$ cat config.mk
export PLATFORM = sky130hd
export DESIGN_NAME = mbist_ctrl
export DESIGN_NICKNAME = d
export VERILOG_FILES = /design/src/rtl/mbist_ctrl.sv
export SDC_FILE = /design/constraint.sdc
export NUM_CORES = 1
export LEC_CHECK = 0
export ABC_AREA = 1
export CORE_MARGIN = 3
export CORE_UTILIZATION = 55
export DETAILED_ROUTE_END_ITERATION = 12
export GPL_TIMING_DRIVEN = 0
export PLACE_DENSITY = 0.84
export SLEW_MARGIN = 0
export SYNTH_ARGS = -nofsm -noshare
export SYNTH_HDL_FRONTEND = slang
export SYNTH_SLANG_ARGS = --single-unit
$ cat constraint.sdc
create_clock -name clk -period 6.4 [get_ports clk]
set_clock_uncertainty 0.2 [all_clocks]
set_input_delay 0.64 -clock clk [delete_from_list [all_inputs] [get_ports clk]]
set_output_delay 0.64 -clock clk [all_outputs]
set_load 0.02 [all_outputs]
$ cat src/rtl/mbist_ctrl.sv
// March C- memory BIST controller: drives one memory port, checks read data the
// cycle after each read and aborts with diagnostics on the first mismatch.
module mbist_ctrl #(
  parameter int word_size    = 8,
  parameter int address_bits = 4
) (
  input  logic                    clk,
  input  logic                    rst_n,
  input  logic                    start,
  output logic                    busy,
  output logic                    done,
  output logic                    fail,
  output logic [0:address_bits-1] fail_add,
  output logic [0:2]              fail_elem,
  output logic [0:word_size-1]    fail_mask,
  output logic                    mem_enable,
  output logic                    mem_RW,
  output logic [0:address_bits-1] mem_add,
  output logic [0:word_size-1]    mem_data_w,
  input  logic [0:word_size-1]    mem_data_r
);

  typedef enum logic [2:0] {
    S_IDLE,
    S_WRITE,
    S_READ,
    S_CHECK,
    S_DONE
  } state_e;

  typedef logic [address_bits-1:0] addr_t;
  typedef logic [word_size-1:0]    word_t;
  typedef logic [2:0]              elem_t;

  localparam addr_t ADDR_FIRST = '0;
  localparam addr_t ADDR_LAST  = '1;
  localparam word_t WORD_P0    = '0;
  localparam word_t WORD_P1    = '1;

  localparam elem_t M0 = 3'd0;
  localparam elem_t M1 = 3'd1;
  localparam elem_t M2 = 3'd2;
  localparam elem_t M3 = 3'd3;
  localparam elem_t M4 = 3'd4;
  localparam elem_t M5 = 3'd5;

  state_e                    state_q;
  addr_t                     addr_q;
  elem_t                     elem_q;
  logic                      busy_q;
  logic                      done_q;
  logic                      fail_q;
  logic [0:address_bits-1]   fail_add_q;
  logic [0:2]                fail_elem_q;
  logic [0:word_size-1]      fail_mask_q;

  word_t exp_word;
  word_t wr_word;
  logic  mismatch;
  logic  descending;
  logic  at_last;
  addr_t addr_step;
  addr_t next_first;
  logic  check_write;

  // Per-element decode: read expectation, write pattern and address direction.
  // NOTE: every signal gets a default at the top of always_comb so no path can
  // leave it unassigned and infer a latch.
  always_comb begin
    exp_word    = WORD_P0;
    wr_word     = WORD_P0;
    descending  = 1'b0;
    next_first  = ADDR_FIRST;
    if (elem_q == M2 || elem_q == M4) exp_word = WORD_P1;
    if (elem_q == M1 || elem_q == M3) wr_word  = WORD_P1;
    if (elem_q >= M3)                 descending = 1'b1;
    if (elem_q + elem_t'(1) >= M3)    next_first = ADDR_LAST;
    at_last     = descending ? (addr_q == ADDR_FIRST) : (addr_q == ADDR_LAST);
    addr_step   = descending ? (addr_q - addr_t'(1)) : (addr_q + addr_t'(1));
    mismatch    = (state_q == S_CHECK) && (mem_data_r != exp_word);
    check_write = (state_q == S_CHECK) && !mismatch && (elem_q != M5);
  end

  // NOTE: the CHECK-cycle write depends on read data that only arrives in that
  // same cycle, so the memory strobes are a decode of state rather than flops.
  assign mem_enable = (state_q == S_WRITE) || (state_q == S_READ) || check_write;
  assign mem_RW     = (state_q == S_WRITE) || check_write;
  assign mem_add    = addr_q;
  assign mem_data_w = check_write ? wr_word : WORD_P0;

  assign busy      = busy_q;
  assign done      = done_q;
  assign fail      = fail_q;
  assign fail_add  = fail_add_q;
  assign fail_elem = fail_elem_q;
  assign fail_mask = fail_mask_q;

  // NOTE: state and results use non-blocking assignments so every flop samples
  // pre-edge values regardless of statement order.
  always_ff @(posedge clk) begin
    if (!rst_n) begin
      state_q     <= S_IDLE;
      addr_q      <= ADDR_FIRST;
      elem_q      <= M0;
      busy_q      <= 1'b0;
      done_q      <= 1'b0;
      fail_q      <= 1'b0;
      fail_add_q  <= '0;
      fail_elem_q <= '0;
      fail_mask_q <= '0;
    end else begin
      case (state_q)
        S_IDLE, S_DONE: begin
          if (start) begin
            state_q     <= S_WRITE;
            addr_q      <= ADDR_FIRST;
            elem_q      <= M0;
            busy_q      <= 1'b1;
            done_q      <= 1'b0;
            fail_q      <= 1'b0;
            fail_add_q  <= '0;
            fail_elem_q <= '0;
            fail_mask_q <= '0;
          end
        end
        S_WRITE: begin
          if (addr_q == ADDR_LAST) begin
            addr_q  <= ADDR_FIRST;
            elem_q  <= M1;
            state_q <= S_READ;
          end else begin
            addr_q <= addr_q + addr_t'(1);
          end
        end
        S_READ: begin
          state_q <= S_CHECK;
        end
        S_CHECK: begin
          if (mismatch) begin
            fail_q      <= 1'b1;
            fail_add_q  <= addr_q;
            fail_elem_q <= elem_q;
            fail_mask_q <= mem_data_r ^ exp_word;
            busy_q      <= 1'b0;
            done_q      <= 1'b1;
            state_q     <= S_DONE;
          end else if (at_last) begin
            if (elem_q == M5) begin
              busy_q  <= 1'b0;
              done_q  <= 1'b1;
              state_q <= S_DONE;
            end else begin
              elem_q  <= elem_q + elem_t'(1);
              addr_q  <= next_first;
              state_q <= S_READ;
            end
          end else begin
            addr_q  <= addr_step;
            state_q <= S_READ;
          end
        end
        default: begin
          state_q <= S_IDLE;
        end
      endcase
    end
  end

endmodule
# Word level (Yosys, flattened, before mapping)
# Cells that the tools add are included.
[totals]
ff_bits = 28
in_bits = 11
elab_cells = 99
[op_classes]
add_sub_neg = 3
n_lt_le_gt_ge = 2
eq_ne = 21
mux = 44
bitwise_logic = 1
n_reduce_logical = 19
[op_table]
columns = ["operator", "n"]
rows = [
  ["$mux W8", 5],
  ["$mux W3", 11],
  ["$mux W4", 8],
  ["$pmux W8 S2", 1],
  ["$eq A3 B2 Y1 const B", 4],
  ["$ne A2 B2 Y1 const B", 6],
  ["$pmux W3 S4", 1],
  ["$pmux W4 S3", 1],
  ["$mux W1", 11],
  ["$eq A3 B3 Y1 const B", 3],
  ["$ne A3 B3 Y1 const B", 3],
  ["$pmux W3 S3", 1],
  ["$ne A8 B8 Y1", 1],
  ["$pmux W4 S2", 1],
  ["$reduce_and A4 Y1", 2],
  ["$xor A8 B8 Y8", 1],
  ["$eq A3 B1 Y1 const B", 2],
  ["$ge A3 B2 Y1 const B", 2],
  ["$pmux W1 S2", 3],
  ["$pmux W3 S2", 1],
  ["$reduce_and A6 Y1", 1],
  ["$logic_or A1 B1 Y1", 5],
  ["$add A4 B1 Y4 const B", 1],
  ["$eq A4 B4 Y1 const B", 1],
  ["12 further kinds", 14],
]

# Longest topological paths before layout
# Gate-level depths: netlist of run 1.
[depth]
ltp_word = 9
ltp_mapped = 14
mapped_depth_nobuf = 14

# Worst setup path after synthesis of run 1
# OpenSTA, ideal clock, no wires.
[synth_path]
path_kind = "register to output"
startpoint = "reg elem_q[0]"
endpoint = "out mem_data_w[0] (netlist bit)"
arrival_time_ns = 2.179
required_time_ns = 5.560
slack_ns = 3.381
stages_incl_launch_ff = 11
cell_sequence = "dfxtp_1 -> inv_1 -> ha_1 -> nand2_8 -> nand3_1 -> nand2_2 -> nand2_2 -> nor2_4 -> nand4_1 -> nor2_1 -> buf_4"
[synth_via]
elab_chain_cells = 9
[synth_rtl]
columns = ["item", "line_no", "rtl"]
rows = [
  ["start, declared", "49", "elem_t elem_q;"],
  ["start signal, assigned", "153", "elem_q <= elem_q + elem_t'(1);"],
  ["$eq A3 B2 Y1 or $eq A3 B3 Y1 (tied branches)", "74", "if (elem_q == M2 || elem_q == M4) exp_word = WORD_P1;"],
  ["$logic_or A1 B1 Y1", "74", ""],
  ["$mux W8", "74", ""],
  ["$ne A8 B8 Y1", "80", "mismatch = (state_q == S_CHECK) && (mem_data_r != exp_word);"],
  ["$logic_and A1 B1 Y1", "80", ""],
  ["$logic_not A1 Y1", "81", "check_write = (state_q == S_CHECK) && !mismatch && (elem_q != M5);"],
  ["$logic_and A1 B1 Y1 (2 in series)", "81", ""],
  ["$mux W8 *", "89", "assign mem_data_w = check_write ? wr_word : WORD_P0;"],
  ["end, declared", "19", "output logic [0:word_size-1] mem_data_w,"],
]
# Mark *: on every way between the ends. The rest lies on a longest branch, timed or not.

# Final worst setup path of run 1
[layout_path]
startpoint = "reg elem_q[0]"
endpoint = "out mem_data_w[4] (netlist bit)"
# Same word-level chain as after synthesis.

==> flow_metrics.py, run 1 <==
metrics = {
    "global_route": {
        "grt_pass1_wl_mm": 7.51,
        "globalRouteTotalUtil_pct": 21.6,
        "grt_pass1_vias": 1641,
        "grt_max_degree": 17,
        "grt_overflow": 0,
        "antenna_found_initial": 0,
    },
    "flow_run": {
        "drv_cap": 0,
    },
    "place": {
        "placed_cell_area_mm2": 0.00249,
        "io_buffer_count": 41,
        "routabilityCongestion": 0.914,
        "hpwlAfterDp_mm": 3.61,
    },
    "sta": {
        "layout_min_cycle_time_ns": 3.98,
        "hold_viol": 0,
        "tightestPinTransition_ns": 0.684,
        "slew_headroom_pct": 54.0,
        "rsz0062_at_grt": "no",
        "setup_viol": 0,
        "slew_viol_final": 0,
        "post-route-period-util_pct": 62.1,
        "fmaxAchievable_mhz": 251,
        "fin_setup_tns_ns": 0,
    },
    "routing": {
        "routed_via_density": 5.16,
        "drc_errors": 0,
        "wirelength_mm": 4.43,
        "top_layer": "met4",
        "drtIter0Drc": 114,
        "wire_per_inst_um": 11.8,
        "wl_met3_um": 338,
        "met1Wirelength_mm": 2.04,
        "via_count": 1942,
        "met2_wirelength_mm": 2.02,
        "drt_pass1_iterations": 4,
        "ant_nets": 0,
    },
    "synth": {
        "syn_avg_cell_area_um2": 7.08,
        "netlist.area_leader.share_pct": 27.8,
        "yosysWarnings": 0,
        "ys_types": 29,
        "ys.flop_type": "dfxtp_1",
        "ys_ff_latch": 28,
        "synth_area_mm2": 0.00202,
        "syn_inst": 285,
        "syn-num-nets": 303,
        "synth_edf_count": 0,
        "async_reset_ff_share_pct": 0,
        "ys_top_cells_by_area": "dfxtp_1 (28%), nand2_1 (12%), nand3_1 (9.4%), nand2_4 (7.8%), inv_1 (6.0%)",
        "seq_area_frac_synth_pct": 27.8,
        "yosys.area.top_type": "dfxtp_1",
    },
    "clock_network": {
        "clk_latency_ns": 0.28,
        "htreeDepth": 1,
        "post_cts_resized": 0,
        "ctsHoldBuffers": 0,
        "tritoncts": "yes",
        "cts_setup_buffers": 0,
        "clkSinkCount": 28,
        "clock-root-buffer": "clkbuf_8",
        "numCtsBuffers": 3,
        "clock_path_buffers": 2,
        "clk_pin_slew_ns": 0.09,
    },
    "finish": {
        "antenna_cells": 0,
        "fillers": 273,
        "layout_common_cells": "nand2_1 (66), clkdlybuf4s50_1 (41), nand3_1 (38)",
        "layout.nets": 349,
        "drive_gt1_share_pct": 18.2,
        "synthToLayoutAreaGrowth_pct": 26.7,
        "final_cell_area_mm2": 0.00256,
        "layout_commonest_cell": "nand2_1",
        "multiInputGateArea_mm2": 0.00120,
        "register_area_um2": 561,
    },
    "setup_path": {
        "cp-end-kind": "output port",
        "worstSetupStartpointType": "register",
        "critical_path.max_fanout": 9,
        "worst_ep_arrival_time_ns": 3.14,
        "path_class": "reg2out",
        "required_ns": 5.56,
        "cp_slowest_stage_delay_ns": 0.59,
        "crit_top_cell": "nand2_2",
        "cp_top_family": "simple AND/OR/NAND/NOR gates",
        "path_cells": "inv_1 -> ha_1 -> nand2_4 -> nand3_1 -> nand2_2 -> nand2_2 -> nor2_4 -> nand4_1 -> nor2_1 -> buf_4 -> clkdlybuf4s50_1",
        "slowest_stage": "clkdlybuf4s50_1",
        "cp_num_buf_inv": 3,
    },
    "pwr": {
        "ir_worst_vdd_mv": 0.228,
        "leakagePower_nw": 1.17,
        "p_per_area_mw_per_mm2": 290,
    },
    "die": {
        "fp.dieArea_mm2": 0.00443,
        "boundaryPins": 43,
        "die_w_um": 66.6,
        "core_mm2": 0.00344,
        "placementRows": 21,
        "chipHeight_um": 66.6,
        "initial_core_util_pct": 58.6,
    },
    "hold_path": {
        "hold_class": "reg2reg",
    },
    "run_status": {
        "status": "complete, no violations",
    },
}
==> worst min-delay path: stages, from the launching register on <==
cell     delay [ns]
dfxtp_1        0.32
nand2_1        0.06
a21oi_1        0.05
==> report_power, final <==
group | switching [mW] | internal (mW) | total, mW | leakage [nW]
clock network | 0.0559 | 0.0838 | 0.140 | 0.0357
registers | 0.0233 | 0.194 | 0.217 | 0.227
logic | 0.242 | 0.143 | 0.385 | 0.907
==> logic make-up (layout without fill, tap and decap cells) <==
kind of cell / after synthesis / count (layout) / synth area share [%]
fa+ha+maj: 7 / 7 / 4.34
flops: 28 / 28 / 27.8
buf+inv: 49 / 94 / 12.5
compound gates: 32 / 32 / 9.86
simple gates: 169 / 169 / 45.5
==> cell type report <==
type	instances	share of cell area [%]
repair buffers	41	16.0
plain buffers	16	4.84
flip-flops and latches	28	21.9
multi-input cells	208	47.1
inverters	33	5.04
clock buffers	3	1.61
clock inverters	1	1.17
well taps	46	2.25
==> final timing paths <==
path                            startpoint                        to  slack (ns)  cells after the start
setup / recovery    elem_q[0]$_SDFFE_PN0P_             mem_data_w[4]        2.42                     11
hold / removal    fail_add[0]$_SDFFE_PN0P_  fail_add[0]$_SDFFE_PN0P_        0.27                      2
setup reg to reg   mem_add[2]$_SDFFE_PN0P_    elem_q[2]$_SDFFE_PN0P_        3.98                     10
hold reg to reg   fail_add[0]$_SDFFE_PN0P_  fail_add[0]$_SDFFE_PN0P_        0.27                      2
==> flip-flops by register name (all words and copies together), names as in the netlist, 3 cells and up <==
name and count:
fail_mask 8, fail_add 4, elem_q 3, mem_add 4, fail_elem 3, state_q 3
==> through the flow <==
step                      setup slack [ns]  hold WS (ns)  total power [mW]  util, %  cells
final                                 2.42         0.266             0.742     74.3    376
after detailed placement              2.54         0.254             0.603     72.2    372
after global placement                2.57         0.248             0.595     72.2    372
after global routing                  2.15         0.289             0.797     74.3    376
after floorplan                       3.38         0.257             0.516        -    285
after CTS                             2.40         0.269             0.743     74.3    376
==> synthesized netlist by cell type (all sizes together), types with 2 or more instances <==
cell type and instances:
buf 13, ha 7, nor3 2, nand2 91, nand3b 5, dfxtp 28, nand4 6, nand3 40
inv 33, clkbuf 3, o21ai 5, a21oi 26, nor2 23
==> layer usage <==
metal	GRT usage, %	vias to the layer above
met2	35.1	71
met1	30.9	864
met5	0	-
met4	3.55	0
met3	2.70	5
li1	-	1002
(Power assumes the default switching activity.)
==> inputs of run 2 (changes only) <==
Settings changed: CORE_UTILIZATION 55 to 51, PLACE_DENSITY 0.84 to 0.79.
Clock period 6.4 ns to 3.95 ns, I/O delays scaled along.
==> run 2 against run 1 <==
- sequential cell count did not move
- hold slack got worse by 0.0016 ns
- critical path depth did not move
- core utilization fell by 6.7 points
- combinational power rose by 61%
- non-clock buffer count did not move
- sequential share of layout area rose by 0.22 points
- count of clock-buffer cells in the layout did not move
- clock power rose by 11%
- worst setup slack got worse by 2.1 ns
- largest power group unchanged
- highest routed layer unchanged
==> flow_metrics.py, run 2 (synthesized netlist as in run 1, its figures left out) <==
metrics = {
    "run_status": {
        "status": "complete, no violations",
    },
    "pwr": {
        "pwr-share-seq_pct": 31.2,
        "power_mw": 1.13,
        "clock_power_share_pct": 13.8,
        "comb_power_share_pct": 55.0,
        "leakagePower_nw": 1.16,
        "p_sw_mw": 0.515,
        "internal_power_mw": 0.613,
        "p_per_area_mw_per_mm2": 445,
        "swShare_pct": 45.6,
        "ir_worst_vdd_mv": 0.260,
    },
    "global_route": {
        "grt_pass1_wl_mm": 7.38,
        "antenna_found_initial": 0,
        "globalRouteTotalUtil_pct": 20.6,
        "grt_max_degree": 15,
        "grt_overflow": 0,
        "grt_pass1_vias": 1627,
    },
    "hold_path": {
        "hold_start": "fail_add[1]$_SDFFE_PN0P_",
        "hold_class": "reg2reg",
    },
    "sta": {
        "hold_viol": 0,
        "setup_viol": 0,
        "fmaxAchievable_mhz": 276,
        "fin_ws_ns": 0.323,
        "whs_ns": 0.264,
        "tightestPinTransition_ns": 0.648,
        "rsz0062_at_grt": "no",
        "slew_viol_final": 0,
        "slew_headroom_pct": 56.8,
        "fin_setup_tns_ns": 0,
        "post-route-period-util_pct": 91.8,
        "layout_min_cycle_time_ns": 3.63,
    },
    "place": {
        "dp_cells": 374,
        "hpwlAfterDp_mm": 3.62,
        "placed_cell_area_mm2": 0.00249,
        "io_buffer_count": 41,
        "routabilityCongestion": 0.880,
        "pre_cts_ws_ns": 0.477,
    },
    "die": {
        "die_w_um": 68.9,
        "boundaryPins": 43,
        "core_mm2": 0.00374,
        "initial_core_util_pct": 53.9,
        "placementRows": 22,
        "chipHeight_um": 68.9,
        "fp.dieArea_mm2": 0.00475,
    },
    "finish": {
        "fillers": 368,
        "layout_common_cells": "nand2_1 (66), clkdlybuf4s50_1 (41), nand3_1 (38)",
        "layout.nets": 349,
        "final_cells": 377,
        "post-route-util_pct": 67.6,
        "drive_gt1_share_pct": 18.2,
        "synthToLayoutAreaGrowth_pct": 25.5,
        "layout_commonest_cell": "nand2_1",
        "antenna_cells": 0,
        "largest_reg_flops": 8,
        "final_cell_area_mm2": 0.00253,
    },
    "setup_path": {
        "worstSetupStartpointType": "register",
        "critical_path.max_fanout": 9,
        "startpoint": "elem_q[0]$_SDFFE_PN0P_",
        "r2r_start": "elem_q[0]$_SDFFE_PN0P_",
        "required_ns": 3.36,
        "path_class": "reg2out",
        "cp-end-kind": "output port",
        "worst_ep_arrival_time_ns": 3.03,
    },
    "routing": {
        "drtIter0Drc": 95,
        "drt_pass1_iterations": 4,
        "ant_nets": 0,
        "drc_errors": 0,
        "routed_via_density": 5.03,
        "via_count": 1895,
        "wirelength_mm": 4.49,
        "wire_per_inst_um": 11.9,
    },
    "clock_network": {
        "clk_latency_ns": 0.27,
        "clock-root-buffer": "clkbuf_8",
        "clock_path_buffers": 2,
        "tritoncts": "yes",
        "numCtsBuffers": 3,
        "htreeDepth": 1,
        "ctsHoldBuffers": 0,
        "clk_pin_slew_ns": 0.09,
        "clkSinkCount": 28,
    },
    "flow_run": {
        "drv_cap": 0,
    },
}
==> run 2: changes by cell type in the layout (fill, tap and decap cells not counted) <==
cell,previous run,this run
bufinv_16,1,0
nor2_2,1,2
nor2_1,20,19
==> run 2: worst paths after layout <==
kind | slack (ns) | endpoint | depth (start not counted)
setup / recovery | 0.32 | mem_data_w[6] | 11
hold / removal | 0.26 | fail_add[1]$_SDFFE_PN0P_ | 2
setup reg to reg | 1.60 | elem_q[2]$_SDFFE_PN0P_ | 10
hold reg to reg | 0.26 | fail_add[1]$_SDFFE_PN0P_ | 2
==> run 2: cell type report <==
type                            instances  area, µm²  area share [%]
Multi-Input combinational cell        208       1210            47.7
Sequential cell                        28        561            22.1
Timing Repair Buffer                   41        410            16.2
Inverter                               33        129            5.09
Buffer                                 16        124            4.89
Tap cell                               48       60.1            2.37
Clock buffer                            3       41.3            1.63
==> run 2: layer usage <==
layer,global-route usage (%),wire [µm]
met1,29.1,2230
met2,32.9,1960
met3,2.59,237
met4,5.84,59
met5,0,0
==> run 2: power by group through the flow <==
stage | registers (mW) | clock network, mW | logic (mW)
detailed placement | 0.358 | 0 | 0.619
floorplan | 0.369 | 0 | 0.467
global route | 0.356 | 0.166 | 0.698
global placement | 0.357 | 0 | 0.609
finish | 0.352 | 0.155 | 0.621
CTS | 0.352 | 0.160 | 0.622
==> run 2: timing repair <==
| item | in CTS | in global routing |
|---|---|---|
| buffers inserted | 0 | 0 |
| resized for setup | 0 | 1 |
| endpoints found under the setup margin | 0 | 7 |
==> run 2: worst max-delay path: stages, from the launching register on <==
cell	delay, ns
dfxtp_1	0.47
inv_1	0.12
ha_1	0.29
nand2_8	0.14
nand3b_1	0.11
nand2_1	0.08
nand2_1	0.09
nor2_4	0.14
nand4_1	0.21
nor2_2	0.34
buf_4	0.17
clkdlybuf4s50_1	0.59
==> inputs of run 3 (changes only) <==
Settings changed: PLACE_DENSITY 0.79 to unset, PLACE_DENSITY_LB_ADDON set to 0.3.
==> run 3 against run 2 <==
- core utilization rose by 0.37 points
- clock power rose by 13%
- critical endpoint unchanged
- combinational power barely moved
- worst setup slack got worse by 0.0061 ns
- highest routed layer unchanged
==> flow_metrics.py, run 3 (synthesized netlist as in run 1, its figures left out) <==
metrics = {
    "setup_path": {
        "cp-end-kind": "output port",
        "required_ns": 3.36,
        "worst_ep_arrival_time_ns": 3.04,
        "path_class": "reg2out",
        "reg2reg_to": "elem_q[0]$_SDFFE_PN0P_",
        "r2r_start": "elem_q[0]$_SDFFE_PN0P_",
        "worstSetupStartpointType": "register",
        "worst-r2r-setup-slack_ns": 1.62,
        "r2r_cells": 13,
        "critical_path.max_fanout": 9,
    },
    "clock_network": {
        "tritoncts": "yes",
        "clock-root-buffer": "clkbuf_8",
        "clock_path_buffers": 2,
        "numCtsBuffers": 3,
        "clkSinkCount": 28,
        "clk_latency_ns": 0.27,
        "clk_pin_slew_ns": 0.10,
        "htreeDepth": 1,
        "cts_setup_buffers": 0,
    },
    "place": {
        "io_buffer_count": 41,
        "routabilityCongestion": 0.874,
        "hpwlAfterDp_mm": 3.52,
    },
    "die": {
        "core_mm2": 0.00374,
        "fp.dieArea_mm2": 0.00475,
        "initial_core_util_pct": 53.9,
        "placementRows": 22,
        "die_w_um": 68.9,
        "boundaryPins": 43,
        "chipHeight_um": 68.9,
    },
    "routing": {
        "met2_wirelength_mm": 1.93,
        "wirelength_mm": 4.38,
        "via_count": 1873,
        "wire_per_inst_um": 11.6,
        "ant_nets": 0,
        "wl_met3_um": 206,
        "routed_via_density": 4.96,
        "drt_pass1_iterations": 4,
        "drc_errors": 0,
        "drtIter0Drc": 76,
        "met1Wirelength_mm": 2.22,
        "top_layer": "met4",
    },
    "sta": {
        "layout_min_cycle_time_ns": 3.63,
        "slew_viol_final": 0,
        "rsz0062_at_grt": "no",
        "setup_viol": 0,
        "hold_viol": 0,
        "slew_headroom_pct": 55.5,
        "fin_setup_tns_ns": 0,
        "whs_ns": 0.265,
        "tightestPinTransition_ns": 0.667,
        "post-route-period-util_pct": 92.0,
        "fmaxAchievable_mhz": 275,
    },
    "finish": {
        "layout_common_cells": "nand2_1 (66), clkdlybuf4s50_1 (41), nand3_1 (38)",
        "drive_gt1_share_pct": 18.5,
        "fillers": 335,
        "largest_reg_flops": 8,
        "antenna_cells": 0,
        "layout.nets": 349,
        "layout_commonest_cell": "nand2_1",
        "synthToLayoutAreaGrowth_pct": 26.2,
    },
    "flow_run": {
        "drv_cap": 0,
    },
    "pwr": {
        "leakagePower_nw": 1.16,
        "p_per_area_mw_per_mm2": 451,
        "ir_worst_vdd_mv": 0.334,
    },
    "run_status": {
        "status": "complete, no violations",
    },
    "global_route": {
        "globalRouteTotalUtil_pct": 19.9,
        "grt_max_degree": 16,
        "grt_overflow": 0,
        "antenna_found_initial": 0,
        "grt_pass1_vias": 1651,
        "grt_pass1_wl_mm": 7.33,
    },
    "hold_path": {
        "whs_path_depth": 2,
        "hold_end": "fail_add[2]$_SDFFE_PN0P_",
        "hold_class": "reg2reg",
        "hold_start": "fail_add[2]$_SDFFE_PN0P_",
    },
}
-- run 3: cell types whose count changed in the layout (fill, tap and decap cells not counted) --
cell	delta
clkbuf_8	+1
-- run 3: through the flow --
stage / setup slack (ns) / power (mW) / util, % / std cells / area (µm²)
finish: 0.317 / 1.15 / 68.0 / 378 / 2550
global route: 0.101 / 1.24 / 68.0 / 378 / 2550
CTS: 0.178 / 1.15 / 67.9 / 378 / 2540
detailed placement: 0.486 / 0.976 / 66.5 / 374 / 2490
global placement: 0.560 / 0.965 / 66.5 / 374 / 2490
floorplan: 1.18 / 0.836 / - / 285 / 2020
-- run 3: repair_timing --
item	in CTS	in global routing
hold endpoints to repair	0	0
endpoints found under the setup margin	0	7
hold buffers	0	0
resized for setup	0	1
-- run 3: per-layer routing --
metal,GRT usage (%),vias up
met2,31.1,40
met5,0,-
met1,29.6,830
met3,1.94,2
met4,3.65,0
li1,-,1001
-- run 3: critical path, cell delays in order, from the launching register on --
cell             delay (ns)
dfxtp_1                0.48
inv_1                  0.12
ha_1                   0.26
nand2_4                0.16
nand3b_1               0.12
nand2_1                0.08
nand2_1                0.08
nor2_4                 0.14
nand4_1                0.21
nor2_2                 0.34
buf_4                  0.17
clkdlybuf4s50_1        0.59
-- run 3: where the power goes --
part,switching (mW),internal (mW)
clock,0.0858,0.0891
sequential,0.0394,0.314
combinational,0.390,0.231
total,0.515,0.634
-- run 3: worst max path at each step --
stage	from	to	cells past startpoint
detailed placement	elem_q[0]$_SDFFE_PN0P_	mem_data_w[6]	11
global placement	elem_q[0]$_SDFFE_PN0P_	mem_data_w[6]	11
global route	elem_q[0]$_SDFFE_PN0P_	mem_data_w[6]	11
floorplan	elem_q[0]$_SDFFE_PN0P_	mem_data_w[0]	10
CTS	elem_q[0]$_SDFFE_PN0P_	mem_data_w[6]	11
finish	elem_q[0]$_SDFFE_PN0P_	mem_data_w[6]	11
-- run 3: area by class of cell --
class	count	area (µm²)	area share (%)
plain buffers	16	124	4.86
clock buffers	4	55.1	2.16
inverters	33	129	5.06
multi-input cells	208	1210	47.4
flip-flops and latches	28	561	22.0
well taps	48	60.1	2.36
repair buffers	41	410	16.1
